===== src/rtl/mem_bus_pkg.sv =====
// Shared types, default widths and sizing helper for the memory-bus arbiter.
package mem_bus_pkg;

  typedef enum logic {
    IDLE = 1'b0,
    BUSY = 1'b1
  } state_e;

  localparam int DEF_DATA_W  = 32;
  localparam int DEF_ADDR_W  = 32;
  localparam int DEF_NUM_CH  = 2;
  localparam int DEF_TIMEOUT = 16;

  // Ceiling log2, never less than one bit so single-entry indices stay legal.
  function automatic int clog2_min1(input int value);
    int r;
    r = 0;
    while ((1 << r) < value) begin
      r = r + 1;
    end
    if (r < 1) begin
      r = 1;
    end
    return r;
  endfunction

endpackage


===== src/rtl/rr_arbiter.sv =====
// Request arbiter: one-hot grant, either fixed priority (lowest index first)
// or round-robin starting at a pointer that advances past each taken grant.
module rr_arbiter
  import mem_bus_pkg::*;
#(
  parameter int NUM_CH  = DEF_NUM_CH,
  parameter int RR_MODE = 0,
  localparam int IDX_W  = clog2_min1(NUM_CH)
) (
  input  logic              clk,
  input  logic              rst,
  input  logic [NUM_CH-1:0] req,
  input  logic              grant_take,
  output logic [NUM_CH-1:0] grant,
  output logic [IDX_W-1:0]  grant_idx
);

  logic [IDX_W-1:0] ptr_q;
  logic [IDX_W-1:0] ptr_d;
  logic [IDX_W-1:0] start;
  logic             found;

  // Two passes: indices at/after the start point first, then the wrap-around part.
  always_comb begin
    grant     = '0;
    grant_idx = '0;
    found     = 1'b0;
    start     = (RR_MODE != 0) ? ptr_q : '0;
    for (int i = 0; i < NUM_CH; i++) begin
      if (!found && req[i] && (IDX_W'(i) >= start)) begin
        found     = 1'b1;
        grant[i]  = 1'b1;
        grant_idx = IDX_W'(i);
      end
    end
    for (int i = 0; i < NUM_CH; i++) begin
      if (!found && req[i] && (IDX_W'(i) < start)) begin
        found     = 1'b1;
        grant[i]  = 1'b1;
        grant_idx = IDX_W'(i);
      end
    end
  end

  // Pointer moves to the channel after the one just granted, wrapping at NUM_CH.
  always_comb begin
    ptr_d = ptr_q;
    if (grant_take) begin
      ptr_d = (grant_idx == IDX_W'(NUM_CH - 1)) ? '0 : grant_idx + 1'b1;
    end
  end

  // Pointer register.
  always_ff @(posedge clk) begin
    if (rst) begin
      ptr_q <= '0;
    end else begin
      ptr_q <= ptr_d;
    end
  end

endmodule


===== src/rtl/mem_bus_arbiter.sv =====
// Multi-channel memory-bus request unit: arbitrates NUM_CH requesters onto
// one shared bus, one transaction at a time, with a bus acknowledge timeout.
module mem_bus_arbiter
  import mem_bus_pkg::*;
#(
  parameter int DATA_W  = DEF_DATA_W,
  parameter int ADDR_W  = DEF_ADDR_W,
  parameter int NUM_CH  = DEF_NUM_CH,
  parameter int RR_MODE = 0,
  parameter int TIMEOUT = DEF_TIMEOUT
) (
  input  logic                     clk,
  input  logic                     rst,
  input  logic [NUM_CH-1:0]        req,
  input  logic [NUM_CH-1:0]        we,
  input  logic [NUM_CH*ADDR_W-1:0] addr,
  input  logic [NUM_CH*DATA_W-1:0] wdata,
  output logic [NUM_CH-1:0]        done,
  output logic [NUM_CH-1:0]        err,
  output logic [DATA_W-1:0]        rdata,
  output logic [NUM_CH-1:0]        busy,
  output logic                     bus_read,
  output logic                     bus_write,
  output logic [ADDR_W-1:0]        address_out,
  output logic [DATA_W-1:0]        data_out_BUS,
  input  logic [DATA_W-1:0]        data_in_BUS,
  input  logic                     bus_full
);

  localparam int IDX_W = clog2_min1(NUM_CH);
  localparam int CNT_W = clog2_min1(TIMEOUT);

  logic [ADDR_W-1:0] addr_arr  [NUM_CH];
  logic [DATA_W-1:0] wdata_arr [NUM_CH];

  for (genvar gi = 0; gi < NUM_CH; gi++) begin : g_unpack
    assign addr_arr[gi]  = addr[gi*ADDR_W +: ADDR_W];
    assign wdata_arr[gi] = wdata[gi*DATA_W +: DATA_W];
  end

  logic [NUM_CH-1:0] grant;
  logic [IDX_W-1:0]  grant_idx;
  logic              grant_take;

  rr_arbiter #(
    .NUM_CH  (NUM_CH),
    .RR_MODE (RR_MODE)
  ) u_arb (
    .clk        (clk),
    .rst        (rst),
    .req        (req),
    .grant_take (grant_take),
    .grant      (grant),
    .grant_idx  (grant_idx)
  );

  state_e            state_q, state_d;
  logic [CNT_W-1:0]  cnt_q, cnt_d;
  // Owner kept one-hot so done/err are a straight copy of it.
  logic [NUM_CH-1:0] owner_q, owner_d;
  logic [NUM_CH-1:0] done_q, done_d;
  logic [NUM_CH-1:0] err_q, err_d;
  logic              rd_q, rd_d;
  logic              wr_q, wr_d;
  logic [ADDR_W-1:0] addr_q, addr_d;
  logic [DATA_W-1:0] dout_q, dout_d;
  logic [DATA_W-1:0] rdata_q, rdata_d;

  // Next-state and registered-output logic; IDLE takes a grant, BUSY waits for ack or timeout.
  always_comb begin
    state_d    = state_q;
    cnt_d      = cnt_q;
    owner_d    = owner_q;
    done_d     = '0;
    err_d      = '0;
    rd_d       = rd_q;
    wr_d       = wr_q;
    addr_d     = addr_q;
    dout_d     = dout_q;
    rdata_d    = rdata_q;
    grant_take = 1'b0;
    case (state_q)
      IDLE: begin
        if (|req) begin
          grant_take = 1'b1;
          owner_d    = grant;
          rd_d       = ~we[grant_idx];
          wr_d       = we[grant_idx];
          addr_d     = addr_arr[grant_idx];
          dout_d     = wdata_arr[grant_idx];
          cnt_d      = '0;
          state_d    = BUSY;
        end
      end
      BUSY: begin
        if (bus_full) begin
          if (!wr_q) begin
            rdata_d = data_in_BUS;
          end
          done_d  = owner_q;
          rd_d    = 1'b0;
          wr_d    = 1'b0;
          state_d = IDLE;
        end else if (cnt_q == CNT_W'(TIMEOUT - 1)) begin
          done_d  = owner_q;
          err_d   = owner_q;
          rd_d    = 1'b0;
          wr_d    = 1'b0;
          state_d = IDLE;
        end else begin
          cnt_d = cnt_q + 1'b1;
        end
      end
      default: begin
        state_d = IDLE;
      end
    endcase
  end

  // State and output registers; reset aborts any transaction without a done pulse.
  always_ff @(posedge clk) begin
    if (rst) begin
      state_q <= IDLE;
      cnt_q   <= '0;
      owner_q <= '0;
      done_q  <= '0;
      err_q   <= '0;
      rd_q    <= 1'b0;
      wr_q    <= 1'b0;
      addr_q  <= '0;
      dout_q  <= '0;
      rdata_q <= '0;
    end else begin
      state_q <= state_d;
      cnt_q   <= cnt_d;
      owner_q <= owner_d;
      done_q  <= done_d;
      err_q   <= err_d;
      rd_q    <= rd_d;
      wr_q    <= wr_d;
      addr_q  <= addr_d;
      dout_q  <= dout_d;
      rdata_q <= rdata_d;
    end
  end

  assign done         = done_q;
  assign err          = err_q;
  assign rdata        = rdata_q;
  assign bus_read     = rd_q;
  assign bus_write    = wr_q;
  assign address_out  = addr_q;
  assign data_out_BUS = dout_q;
  assign busy         = req & ~done_q;

endmodule


===== config.mk =====
export PLATFORM = sky130hd
export DESIGN_NAME = mem_bus_arbiter
export DESIGN_NICKNAME = d
export VERILOG_FILES = /design/src/rtl/mem_bus_pkg.sv /design/src/rtl/rr_arbiter.sv /design/src/rtl/mem_bus_arbiter.sv
export SDC_FILE = /design/constraint.sdc
export NUM_CORES = 1
export LEC_CHECK = 0
export ABC_CLOCK_PERIOD_IN_PS = 1300
export BUFFER_PORTS_ARGS = -buffer_cell sky130_fd_sc_hd__buf_2
export CAP_MARGIN = 20
export CELL_PAD_IN_SITES_DETAIL_PLACEMENT = 1
export CELL_PAD_IN_SITES_GLOBAL_PLACEMENT = 2
export CORE_UTILIZATION = 21
export CTS_CLUSTER_DIAMETER = 150
export DETAILED_ROUTE_END_ITERATION = 16
export PLACE_DENSITY_LB_ADDON = 0.1
export SKIP_LAST_GASP = 1
export SYNTH_ARGS = -nofsm -noshare
export SYNTH_HDL_FRONTEND = slang
export SYNTH_HIERARCHICAL = 1
export SYNTH_SLANG_ARGS = --single-unit
export TNS_END_PERCENT = 100

===== constraint.sdc =====
create_clock -name clk -period 1.3 [get_ports clk]
set_input_delay 0.195 -clock clk [delete_from_list [all_inputs] [get_ports clk]]
set_output_delay 0.195 -clock clk [all_outputs]
set_load 0.01 [all_outputs]

==> summary.md <==
| Metric | Value |
|---|---|
| Outcome | `finished clean` |
| Hold Slack | `71.7 ps` |
| Clock tree from TritonCTS | `yes` |
| Maximum number of pins on one net before global-route repair | `45` |
| Pwr per Cell Area | `1260 nW/um^2` |
| Chain of cells forming the critical path | `buf_4 > inv_1 > or4_1 > a31oi_1` |
| TritonCTS Buffers | `9` |
| Detailed-routing iteration count for the pre-antenna-repair pass | `4` |
| Post-synthesis sequential element count | `109` |
| Global placer's final weighted congestion | `0.722` |
| Initial antenna violation count | `3` |
| Buffer levels on the longest clock path | `2` |
| Max IR drop VDD | `0.000511 V` |
| Worst Max-Slew Pin Slew | `356 ps` |
| Number of sinks on the clock net | `109` |
| Total of buffers placed on input and output ports | `270` |
| Combined area of all synthesized cells | `4610 sq um` |
| I/O pin count | `271` |
| Worst-path clk slew | `80 ps` |
| Initial core utilization | `21.6%` |
| Net count of the finished layout | `928` |
| Critical path buffer and inverter count | `2` |
| Detailed placer's ending HPWL | `12,000 um` |
| Mean routed wirelength per cell | `15.4 um` |
| Peak Freq | `805 MHz` |
| Total number of yosys warnings | `6` |
| Min-Delay Path Class | `in -> reg` |
| CORE AREA | `21,300 sq um` |
| Layout Area Growth over Synthesis | `48.0%` |
| Later-pin clock latency in the skew report | `350 ps` |
| Post-CTS setup buffer count | `0` |
| DRC violation count after routing | `0` |
| Mapped Cells | `488` |
| Net count of the mapped netlist | `656` |
| Overall global routing resource usage | `13.6%` |
| Die Y-Extent | `150 um` |
| Top cell family by delay on the critical path | `simple AND/OR/NAND/NOR gates` |
| Syn Area/Cell | `9.44 sq um` |
| Setup repair after global routing missed its margin | `true` |
| Final period utilization | `95.6%` |
| Antenna Violating Nets Remaining | `0` |
| Skew final | `14.3 ps` |
| Slew Viols, Final | `0` |
| Critical path arrival | `1510 ps` |
| Worst slew slack as a fraction of its limit | `76.2%` |
| Slowest cell on the critical path | `sky130_fd_sc_hd__or4_1` |
| Width of the chip | `150 um` |
| GR Overflow Total | `0` |
| CP startpoint kind | `flip-flop` |
| CP max stage delay | `490 ps` |
| Highest net fanout along the worst path | `4` |
| Category of the critical setup timing path | `reg -> reg` |
| Area of the die | `22,500 sq um` |
| Share of post-route cells with drive strength above 1 | `44.7%` |
| Count of H-tree levels built during CTS | `3` |
| Global-route wire length before repair | `23,500 um` |
| Number of violations reported at the end of detailed-routing iteration 0 | `77` |
| Root Buffer | `sky130_fd_sc_hd__clkbuf_16` |
| Register area share after synthesis | `47.4%` |
| # setup viols final | `0` |
| Number of standard-cell rows in the floorplan | `53` |
| Number of global-route vias before repair | `4,494` |
| Count of distinct cell types in the synthesized netlist | `34` |
| Post-layout utilization of the core | `32.0%` |
| Via count | `4,531` |
| Crit. End Element | `flip-flop` |
| Hold Vio Cnt, Final | `0` |
| Number of filler cells placed in the layout | `2,555` |
| Final critical path time including I/O delays and setup | `1240 ps` |
| Maxcap violations | `0` |
| Antenna Cells | `0` |
| Avg Vias per Cell | `4.36` |
| Worst endpoint required time | `1570 ps` |
| WL final | `16,000 um` |
| Leakage dissipation | `3.14 nW` |
[state kept, by name (all words and copies together) (netlist names)]
name          count
cnt_q             4
done              2
err               2
address_out      32
bus_write         1
bus_read          1
state_q           1
data_out_BUS     32
owner_q           2
rdata            32
[layer usage]
layer	share of wire (%)	GRT usage [%]	vias to the layer above
met5	0.22	0	-
met4	0.99	3.43	6
met3	7.4	4.61	17
met2	49	24.2	142
met1	42	15.6	2119
li1	-	-	2247
[cells by family (layout without fill, tap and decap cells)]
logic type	after synthesis	after routing	synth area share (%)
mux	67	67	14.6
compound gates	109	109	17.2
flops	109	109	47.4
buf+inv	45	322	6.52
simple gates	157	157	14.1
fa+ha+maj	1	1	0.271
[final timing paths]
check / start / to / slack (ps) / cells past startpoint
max: state_q / cnt_q[3] / 60 / 4
min: data_in_BUS[9] / rdata[9] / 70 / 3
max reg2reg: state_q / cnt_q[3] / 60 / 4
min reg2reg: rdata[28] / rdata[28] / 460 / 2
[worst min-delay path, stage by stage]
cell and delay, ps:
sky130_fd_sc_hd__buf_2 100, sky130_fd_sc_hd__nand2_1 40, sky130_fd_sc_hd__a21oi_1 50
[synth_stat cells (all sizes together)]
| cell type | n | area, sq um |
|---|---|---|
| a31o | 1 | 8.76 |
| or4 | 1 | 7.51 |
| clkbuf | 18 | 82.6 |
| nand3 | 2 | 10.0 |
| nand2 | 69 | 259 |
| nand4 | 1 | 6.26 |
| o21bai | 1 | 18.8 |
| nor2 | 68 | 255 |
| a211oi | 64 | 531 |
| ha | 1 | 12.5 |
| nor2b | 5 | 38.8 |
| dfxtp | 109 | 2180 |
| mux2i | 66 | 661 |
| and3b | 1 | 8.76 |
| inv | 2 | 10.0 |
| a31oi | 2 | 12.5 |
| buf | 25 | 208 |
| a32o | 1 | 10.0 |
| o32ai | 1 | 8.76 |
| nor3 | 2 | 10.0 |
| o211ai | 2 | 15.0 |
| nand3b | 2 | 15.0 |
| a21oi | 36 | 180 |
| mux2 | 1 | 11.3 |
| and2 | 4 | 25.0 |
| o2bb2ai | 1 | 8.76 |
| nand2b | 2 | 12.5 |
[placed cells by master, fill, tap and decap left out, types with 2 or more instances in the layout]
| cell type | n |
|---|---|
| sky130_fd_sc_hd__inv_8 | 2 |
| sky130_fd_sc_hd__o211ai_1 | 2 |
| sky130_fd_sc_hd__nand3b_1 | 2 |
| sky130_fd_sc_hd__mux2i_1 | 66 |
| sky130_fd_sc_hd__nor2b_1 | 4 |
| sky130_fd_sc_hd__nand2b_1 | 2 |
| sky130_fd_sc_hd__a21oi_1 | 36 |
| sky130_fd_sc_hd__dfxtp_1 | 107 |
| sky130_fd_sc_hd__a211oi_1 | 53 |
| sky130_fd_sc_hd__clkbuf_16 | 11 |
| sky130_fd_sc_hd__clkbuf_8 | 2 |
| sky130_fd_sc_hd__nor2_1 | 67 |
| sky130_fd_sc_hd__buf_2 | 269 |
| sky130_fd_sc_hd__and2_1 | 4 |
| sky130_fd_sc_hd__nand3_1 | 2 |
| sky130_fd_sc_hd__dfxtp_2 | 2 |
| sky130_fd_sc_hd__buf_4 | 21 |
| sky130_fd_sc_hd__bufinv_16 | 2 |
| sky130_fd_sc_hd__nand2_1 | 69 |
| sky130_fd_sc_hd__a211oi_2 | 11 |
| sky130_fd_sc_hd__buf_12 | 11 |
[per-stage QoR]
| stage | total power, mW | setup slack [ps] | instances | cell area (sq um) | setup TNS (ps) |
|---|---|---|---|---|---|
| after floorplan | 4.69 | 14.8 | 488 | 4610 | 0 |
| after detailed placement | 5.48 | -65.9 | 1022 | 6400 | -519 |
| after global routing | 9.10 | -22.9 | 1040 | 6820 | -22.9 |
| final | 8.59 | 57.8 | 1040 | 6820 | 0 |
| after CTS | 8.74 | 6.80 | 1038 | 6740 | 0 |
| after global placement | 5.43 | -59.1 | 1022 | 6400 | -94.8 |
[what timing repair did]
action	in CTS	in global routing
gates resized for setup	0	10
hold endpoints to repair	0	0
setup endpoints to repair	0	39
hold buffers	0	0
[layout make-up]
cell class / instances / area, sq um / area share [%]
inverters: 2 / 15.0 / 0.220
well taps: 275 / 344 / 5.05
multi-input cells: 334 / 2150 / 31.5
clock buffers: 11 / 253 / 3.71
flip-flops and latches: 109 / 2180 / 32.0
clock inverters: 5 / 88.8 / 1.30
repair buffers: 304 / 1790 / 26.2
[power by group]
part	switching, mW	internal (mW)	leakage [nW]	total [mW]
Sequential	0.126	3.60	0.899	3.73
Combinational	0.881	0.804	2.07	1.69
Clock	1.36	1.82	0.168	3.18
Power figures use the tool's default switching activity.
